--- src/rtl/fetch_unit_pkg.sv ---
// Shared core constants for the fetch slice.
// Bus widths used by the front end and the instruction ROM.
package fetch_unit_pkg;

    localparam int CORE_XLEN      = 32;
    localparam int CORE_ROM_AW    = 10;
    localparam int CORE_DBUS_AW   = 12;
    localparam int CORE_INST_BYTES = CORE_XLEN / 8;

    typedef enum logic [1:0] {
        FETCH_OK     = 2'b00,
        FETCH_FAULT  = 2'b01
    } fetch_status_e;

endpackage

--- src/rtl/fetch_unit.sv ---
// Instruction fetch: ROM word addressing, range check and
// capture of the last faulting pc.
module fetch_unit
    import fetch_unit_pkg::*;
#(
    parameter int WIDTH          = CORE_XLEN,
    parameter int ROM_ADDR_WIDTH = CORE_ROM_AW
) (
    input  logic                      clk,
    input  logic                      rst,
    input  logic [WIDTH-1:0]          pc,
    output logic                      ibus_rd_en,
    output logic [ROM_ADDR_WIDTH-1:0] ibus_rd_addr,
    input  logic [WIDTH-1:0]          ibus_rd_data,
    output logic [WIDTH-1:0]          inst,
    output logic                      access_fault,
    output logic [WIDTH-1:0]          fault_pc,
    output logic                      fault_seen
);

    logic [WIDTH-1:0] fault_pc_q;
    logic [WIDTH-1:0] fault_pc_d;
    logic             fault_seen_q;
    logic             fault_seen_d;

    // Byte offset bits are checked elsewhere; kept only to mark them intentionally idle.
    logic unused_pc_lsb;
    assign unused_pc_lsb = ^pc[1:0];

    // Combinational address, data and range check.
    always_comb begin
        ibus_rd_addr = pc[ROM_ADDR_WIDTH+1:2];
        inst         = ibus_rd_data;
        access_fault = |pc[WIDTH-1:ROM_ADDR_WIDTH+2];
        ibus_rd_en   = ~rst;
    end

    // Next-state: load pc and set sticky flag on a fault, else hold.
    always_comb begin
        fault_pc_d   = fault_pc_q;
        fault_seen_d = fault_seen_q;
        if (access_fault) begin
            fault_pc_d   = pc;
            fault_seen_d = 1'b1;
        end
    end

    // Fault capture registers, cleared asynchronously by reset.
    always_ff @(posedge clk or posedge rst) begin
        if (rst) begin
            fault_pc_q   <= '0;
            fault_seen_q <= 1'b0;
        end else begin
            fault_pc_q   <= fault_pc_d;
            fault_seen_q <= fault_seen_d;
        end
    end

    assign fault_pc   = fault_pc_q;
    assign fault_seen = fault_seen_q;

endmodule

--- config.mk ---
export PLATFORM = sky130hd
export DESIGN_NAME = fetch_unit
export DESIGN_NICKNAME = d
export VERILOG_FILES = /design/src/rtl/fetch_unit_pkg.sv /design/src/rtl/fetch_unit.sv
export SDC_FILE = /design/constraint.sdc
export NUM_CORES = 1
export LEC_CHECK = 0
export CORE_MARGIN = 2
export CORE_UTILIZATION = 52
export CTS_BUF_LIST = sky130_fd_sc_hd__clkbuf_8 sky130_fd_sc_hd__clkbuf_16
export DETAILED_ROUTE_END_ITERATION = 7
export DONT_BUFFER_PORTS = 1
export PLACE_DENSITY = 0.7
export SETUP_SLACK_MARGIN = 0.15
export SLEW_MARGIN = 20
export SYNTH_ARGS = -nofsm -noshare
export SYNTH_HDL_FRONTEND = slang
export SYNTH_SLANG_ARGS = --single-unit
--- constraint.sdc ---
create_clock -name clk -period 1.3 [get_ports clk]
set_input_delay 0.26 -clock clk [delete_from_list [all_inputs] [get_ports clk]]
set_output_delay 0.26 -clock clk [all_outputs]
set_load 0.01 [all_outputs]
==> results of run 1 <==
## power by group
| part | leakage [nW] | switching (mW) | total (mW) | internal [mW] |
|---|---|---|---|---|
| clock | 0.0519 | 0.336 | 0.692 | 0.356 |
| combinational | 0.299 | 0.0357 | 0.0902 | 0.0545 |
| sequential | 0.382 | 0.0615 | 1.14 | 1.08 |
| total | 0.732 | 0.433 | 1.92 | 1.49 |
## cell type report
cell class              count  share of cell area, %
flip-flops and latches     33                   53.0
well taps                  31                   2.49
repair buffers             11                   9.95
clock inverters             3                  0.722
inverters                   2                  0.722
multi-input cells          41                   28.7
clock buffers               5                   4.41
## cell families (layout without fill, tap and decap cells)
group / after synthesis / in the layout
simple gates: 9 / 9
flops: 33 / 33
mux: 12 / 12
buf+inv: 47 / 21
compound gates: 20 / 20
## cell usage in the layout, fill, tap and decap left out
cell type	instances
dfrtp_1	33
a21o_1	20
mux2_4	9
clkbuf_8	5
nor4_4	4
inv_1	4
buf_4	4
buf_12	4
mux2_2	3
dlygate4sd3_1	2
nand3_2	1
nor4_2	1
nand2_1	1
nor2_4	1
clkinvlp_4	1
or3_1	1
clkbuf_16	1
## per-stage QoR
stage	instance area, sq um	setup TNS, ns	power [mW]	setup WS, ns
final	1560	0	1.92	0.0476
after global placement	1360	-2.54	1.24	-0.148
after global routing	1560	0	2.00	0.00451
after CTS	1490	0	1.94	0.0170
after floorplan	1620	-0.820	1.35	-0.0854
after detailed placement	1360	-3.50	1.25	-0.188
## layer usage
layer | GRT usage (%) | routed length [um] | up-vias
met3 | 14.9 | 580 | 12
met1 | 14.0 | 888 | 374
met5 | 0 | 0 | -
met2 | 31.6 | 1680 | 72
li1 | - | - | 308
met4 | 10.7 | 96 | 0
## sequential cells by signal, summed over array words and instances (netlist names)
signal,count
fault_pc,32
fault_seen,1
## critical path, cell delays in order
cell     delay [ns]
nor4_4         0.28
nand3_2        0.14
nor2_4         0.14
buf_12         0.12
inv_1          0.06
## timing repair
| action | 4_1_cts | 5_1_grt |
|---|---|---|
| pin swaps | 0 | 1 |
| buffers inserted | 2 | 2 |
| setup endpoints to repair | 6 | 26 |
| resized for setup | 0 | 4 |
| gates cloned | 0 | 1 |
| hold buffers | 2 | 0 |
| endpoints found under the hold margin | 10 | 0 |
## worst min path at each step
| stage | start | to | slack, ns | depth (start not counted) |
|---|---|---|---|---|
| after floorplan | rst | fault_pc[0] | 0.21 | 1 |
| after global placement | rst | fault_pc[19] | 0.10 | 1 |
| after detailed placement | rst | fault_pc[20] | 0.10 | 1 |
| after CTS | pc[15] | fault_pc[15] | 0.06 | 1 |
| after global routing | pc[19] | fault_pc[19] | 0.06 | 1 |
| final | pc[15] | fault_pc[15] | 0.07 | 1 |
==> results.toml, run 1 <==
[run_status]
status = "complete, but fails checks"
violations = "design-rule violations"

[detailed_routing]
wl_um = 3240
ant_nets = 0
drcViolationCount = 10
wire_per_inst_um = 25.7
drt-vias-per-instance = 6.08
vias = 766
first_pass_iters = 6
drt_iter0_markers = 39

[synth]
synth_cell_types = 13
muxShareOfSynthArea_pct = 10.9
synth_compound_area_share_pct = 9.69
yosysMostFrequentCell = "buf_4"
netlist_instances = 121
yosys.area.top_type = "dfrtp_1"
synth_xor_area_share_pct = 0
yosys_warnings = 0
synth_edf_count = 0
synth_top_family_by_area = "buffers and inverters"
yosys_register_bits = 33
ys_top_cells_by_area = "dfrtp_1 53%, buf_4 20%, a21o_1 9.7%"
yosysTopAreaCellShare_pct = 53.3
ys.flop_type = "dfrtp_1"
synth_seq_area_share_pct = 53.3
syn_nets = 187
yosys.area_share.simple_pct = 3.71
avgSynthCellArea_sq_um = 12.8
synth_async_sr_flop_share_pct = 100
synthAdderAreaFrac_pct = 0
syn_area_sq_um = 1550
synthTopCellsByCount = "42 x buf_4, 33 x dfrtp_1, 20 x a21o_1"

[placement]
gp_congestion = 0.657
port_buffers = 0
hpwlAfterDp_um = 2470
dp_cells = 111

[cells_and_area]
synthToLayoutAreaGrowth_pct = 0.565
final_util_pct = 55.6
fin_cells = 126
diodes = 0
nets = 160
layout-drive-gt1-share_pct = 35.8
multi_input_area_sq_um = 448
nFillCells = 232
seq_area_sq_um = 826

[floorplanning]
chipWidth_um = 58.6
num_rows = 19
ios = 143
die_area_sq_um = 3430
die_h_um = 58.6
core_sq_um = 2810
start_util_pct = 55.3

[critical_path]
path_max_fanout = 3
rr_endpoint = "fault_seen"
crit_type = "input port to output pin"
end_kind = "output pin"
critPathCapture = "access_fault"
required_ns = 1.04
regToRegSetupSlack_ns = 0.37
arrival_ns = 0.99
r2r.worst_path.cells = 1
startpoint_type = "input port"
startpoint = "pc[27]"
reg2reg_from = "fault_seen"

[flow_run]
maxCapViolCount = 0

[cts]
clock_latency_ns = 0.28
cts_max_path_buffers = 2
cts_sinks = 33
htreeDepth = 2
path_clk_slew_ns = 0.06
root_buffer = "clkbuf_8"
cts_tree = "yes"
numCtsBuffers = 5

[timing]
tightest_slew_ns = 0.436
slew_violations = 0
relSlewSlack_pct = 70.9
skew_ns = 0
finalHoldViolCount = 0
holdWs_ns = 0.0683
fin_crit_sh_pct = 96.3
rsz0062_at_grt = "yes"
layout_min_cycle_time_ns = 1.25
max_freq_mhz = 798
setup_violations = 0

[power_and_ir_drop]
powerDensity_nw_per_um2 = 1230
ir_drop_uv = 863
cellLeakagePower_nw = 0.732

[worst_hold_path]
min_path_type = "input port to flip-flop"

[global_routing]
grt_usage_pct = 18.4
grt_pass1_wl_um = 4410
grt_max_degree = 24
grt_pass1_vias = 864
antenna_found_initial = 0
grt_remaining_overflow = 0
Power figures use the tool's default switching activity.
==> run 2, diff against run 1 <==
--- a/config.mk
+++ b/config.mk
@@ -6,11 +6,10 @@
 export NUM_CORES = 1
 export LEC_CHECK = 0
 export CORE_MARGIN = 2
-export CORE_UTILIZATION = 52
+export CORE_UTILIZATION = 38
 export CTS_BUF_LIST = sky130_fd_sc_hd__clkbuf_8 sky130_fd_sc_hd__clkbuf_16
 export DETAILED_ROUTE_END_ITERATION = 7
 export DONT_BUFFER_PORTS = 1
-export PLACE_DENSITY = 0.7
 export SETUP_SLACK_MARGIN = 0.15
 export SLEW_MARGIN = 20
 export SYNTH_ARGS = -nofsm -noshare
==> results.toml, run 2 (synthesis gave the netlist of run 1 again) <==
[critical_path]
startpoint_type = "input port"
end_kind = "flip-flop"
path_max_fanout = 6
arrival_ns = 1.40
regToRegSetupSlack_ns = 0.35
crit_type = "input port to flip-flop"
required_ns = 1.46

[timing]
slew_violations = 0
max_freq_mhz = 809
tightest_slew_ns = 0.255
relSlewSlack_pct = 83.0
finalHoldViolCount = 0
fin_crit_sh_pct = 95.1
layout_min_cycle_time_ns = 1.24
rsz0062_at_grt = "yes"
fin_setup_tns_ns = 0
setup_violations = 0
skew_ns = 0

[placement]
gp_congestion = 0.716
hpwlAfterDp_um = 2260
port_buffers = 0
dp_cells = 131

[cells_and_area]
largest_reg_flops = 32
fin_cells = 145
synthToLayoutAreaGrowth_pct = 2.50
nets = 160
layout_commonest_cell = "dfrtp_1"
nFillCells = 384
final_util_pct = 40.0
final_cell_mix = "33 x dfrtp_1, 20 x a21o_1, 12 x mux2_4"
diodes = 0
layout-drive-gt1-share_pct = 40.0

[cts]
cts_max_path_buffers = 2
clock_latency_ns = 0.27
htreeDepth = 2
cts_sinks = 33
root_buffer = "clkbuf_8"
numCtsBuffers = 5
path_clk_slew_ns = 0.06
cts_tree = "yes"

[detailed_routing]
drt_iter0_markers = 2
drt-vias-per-instance = 5.34
ant_nets = 0
vias = 774
wl_um = 3060
wire_per_inst_um = 21.1
drcViolationCount = 0
first_pass_iters = 2

[global_routing]
grt_usage_pct = 14.0
grt_pass1_vias = 854
grt_max_degree = 21
grt_pass1_wl_um = 4370
grt_remaining_overflow = 0
antenna_found_initial = 0

[floorplanning]
die_h_um = 67.9
ios = 143
num_rows = 23
start_util_pct = 39.0
core_sq_um = 3970
chipWidth_um = 67.9
die_area_sq_um = 4610

[power_and_ir_drop]
p_comb_share_pct = 4.9
internal_power_mw = 1.50
netSwitchingPower_mw = 0.443
cellLeakagePower_nw = 0.740
ir_drop_uv = 462
swShare_pct = 22.8
pwr-share-clk_pct = 36.4
seqPwrFrac_pct = 58.7
powerDensity_nw_per_um2 = 1220

[run_status]
status = "completed"

[worst_hold_path]
min_path_type = "input port to flip-flop"

[flow_run]
maxCapViolCount = 0
-- run 2: cell count changes in the layout (fill, tap and decap cells not counted), sizes merged --
cell / delta
dlygate4sd3: -1
clkinv: +2
buf: +2
clkbuf: -1
inv: -2
-- run 2: worst paths after layout --
path,end,cells after the start,startpoint
max,fault_pc[5],6,pc[31]
min,fault_pc[22],1,pc[22]
max reg2reg,fault_seen,1,fault_seen
min reg2reg,fault_pc[28],1,fault_pc[28]
max in group asynchronous,fault_pc[31],3,rst
min in group asynchronous,fault_pc[4],3,rst
-- run 2: critical path: stages --
cell,delay [ns]
nor4_4,0.29
nand3_2,0.14
nor2_4,0.14
buf_6,0.15
buf_12,0.13
mux2_4,0.30
-- run 2: what timing repair did --
action | CTS | global route
hold buffers | 1 | 0
gates cloned | 1 | 0
hold endpoints to repair | 33 | 0
endpoints found under the setup margin | 8 | 17
pin swaps | 3 | 3
setup buffers | 4 | 0
gates resized for setup | 10 | 3
-- run 2: metal layers --
metal,wire length (um),vias to the layer above,share of wire [%],track usage [%]
li1,-,310,-,-
met1,954,374,31,12.9
met2,1460,74,48,21.6
met3,531,16,17,10.4
met4,114,0,3.7,9.25
met5,0,-,0,0
-- run 2: per-stage QoR --
stage	area, sq um	setup slack (ns)	total power, mW	hold WS (ns)
2_1_floorplan	1620	-0.0854	1.35	0.212
3_3_place_gp	1390	-0.195	1.24	0.250
3_5_place_dp	1390	-0.192	1.25	0.256
4_1_cts	1570	0.0292	1.98	0.0573
5_1_grt	1590	0.00956	2.06	0.0506
6_report	1590	0.0633	1.94	0.0721
-- run 2: cell type report --
cell class | count | area, sq um | area share, %
clock buffers | 5 | 68.8 | 4.33
clock inverters | 3 | 13.8 | 0.866
inverters | 2 | 13.8 | 0.866
multi-input cells | 41 | 468 | 29.4
flip-flops and latches | 33 | 826 | 52.0
well taps | 50 | 62.6 | 3.94
repair buffers | 11 | 136 | 8.58
-- run 2: power by group through the flow --
stage,logic [mW],clock network (mW),registers (mW)
after detailed placement,0.0922,0,1.16
after global routing,0.106,0.805,1.15
final,0.0945,0.707,1.14
after global placement,0.0865,0,1.16
after floorplan,0.206,0,1.15
after CTS,0.0971,0.745,1.14
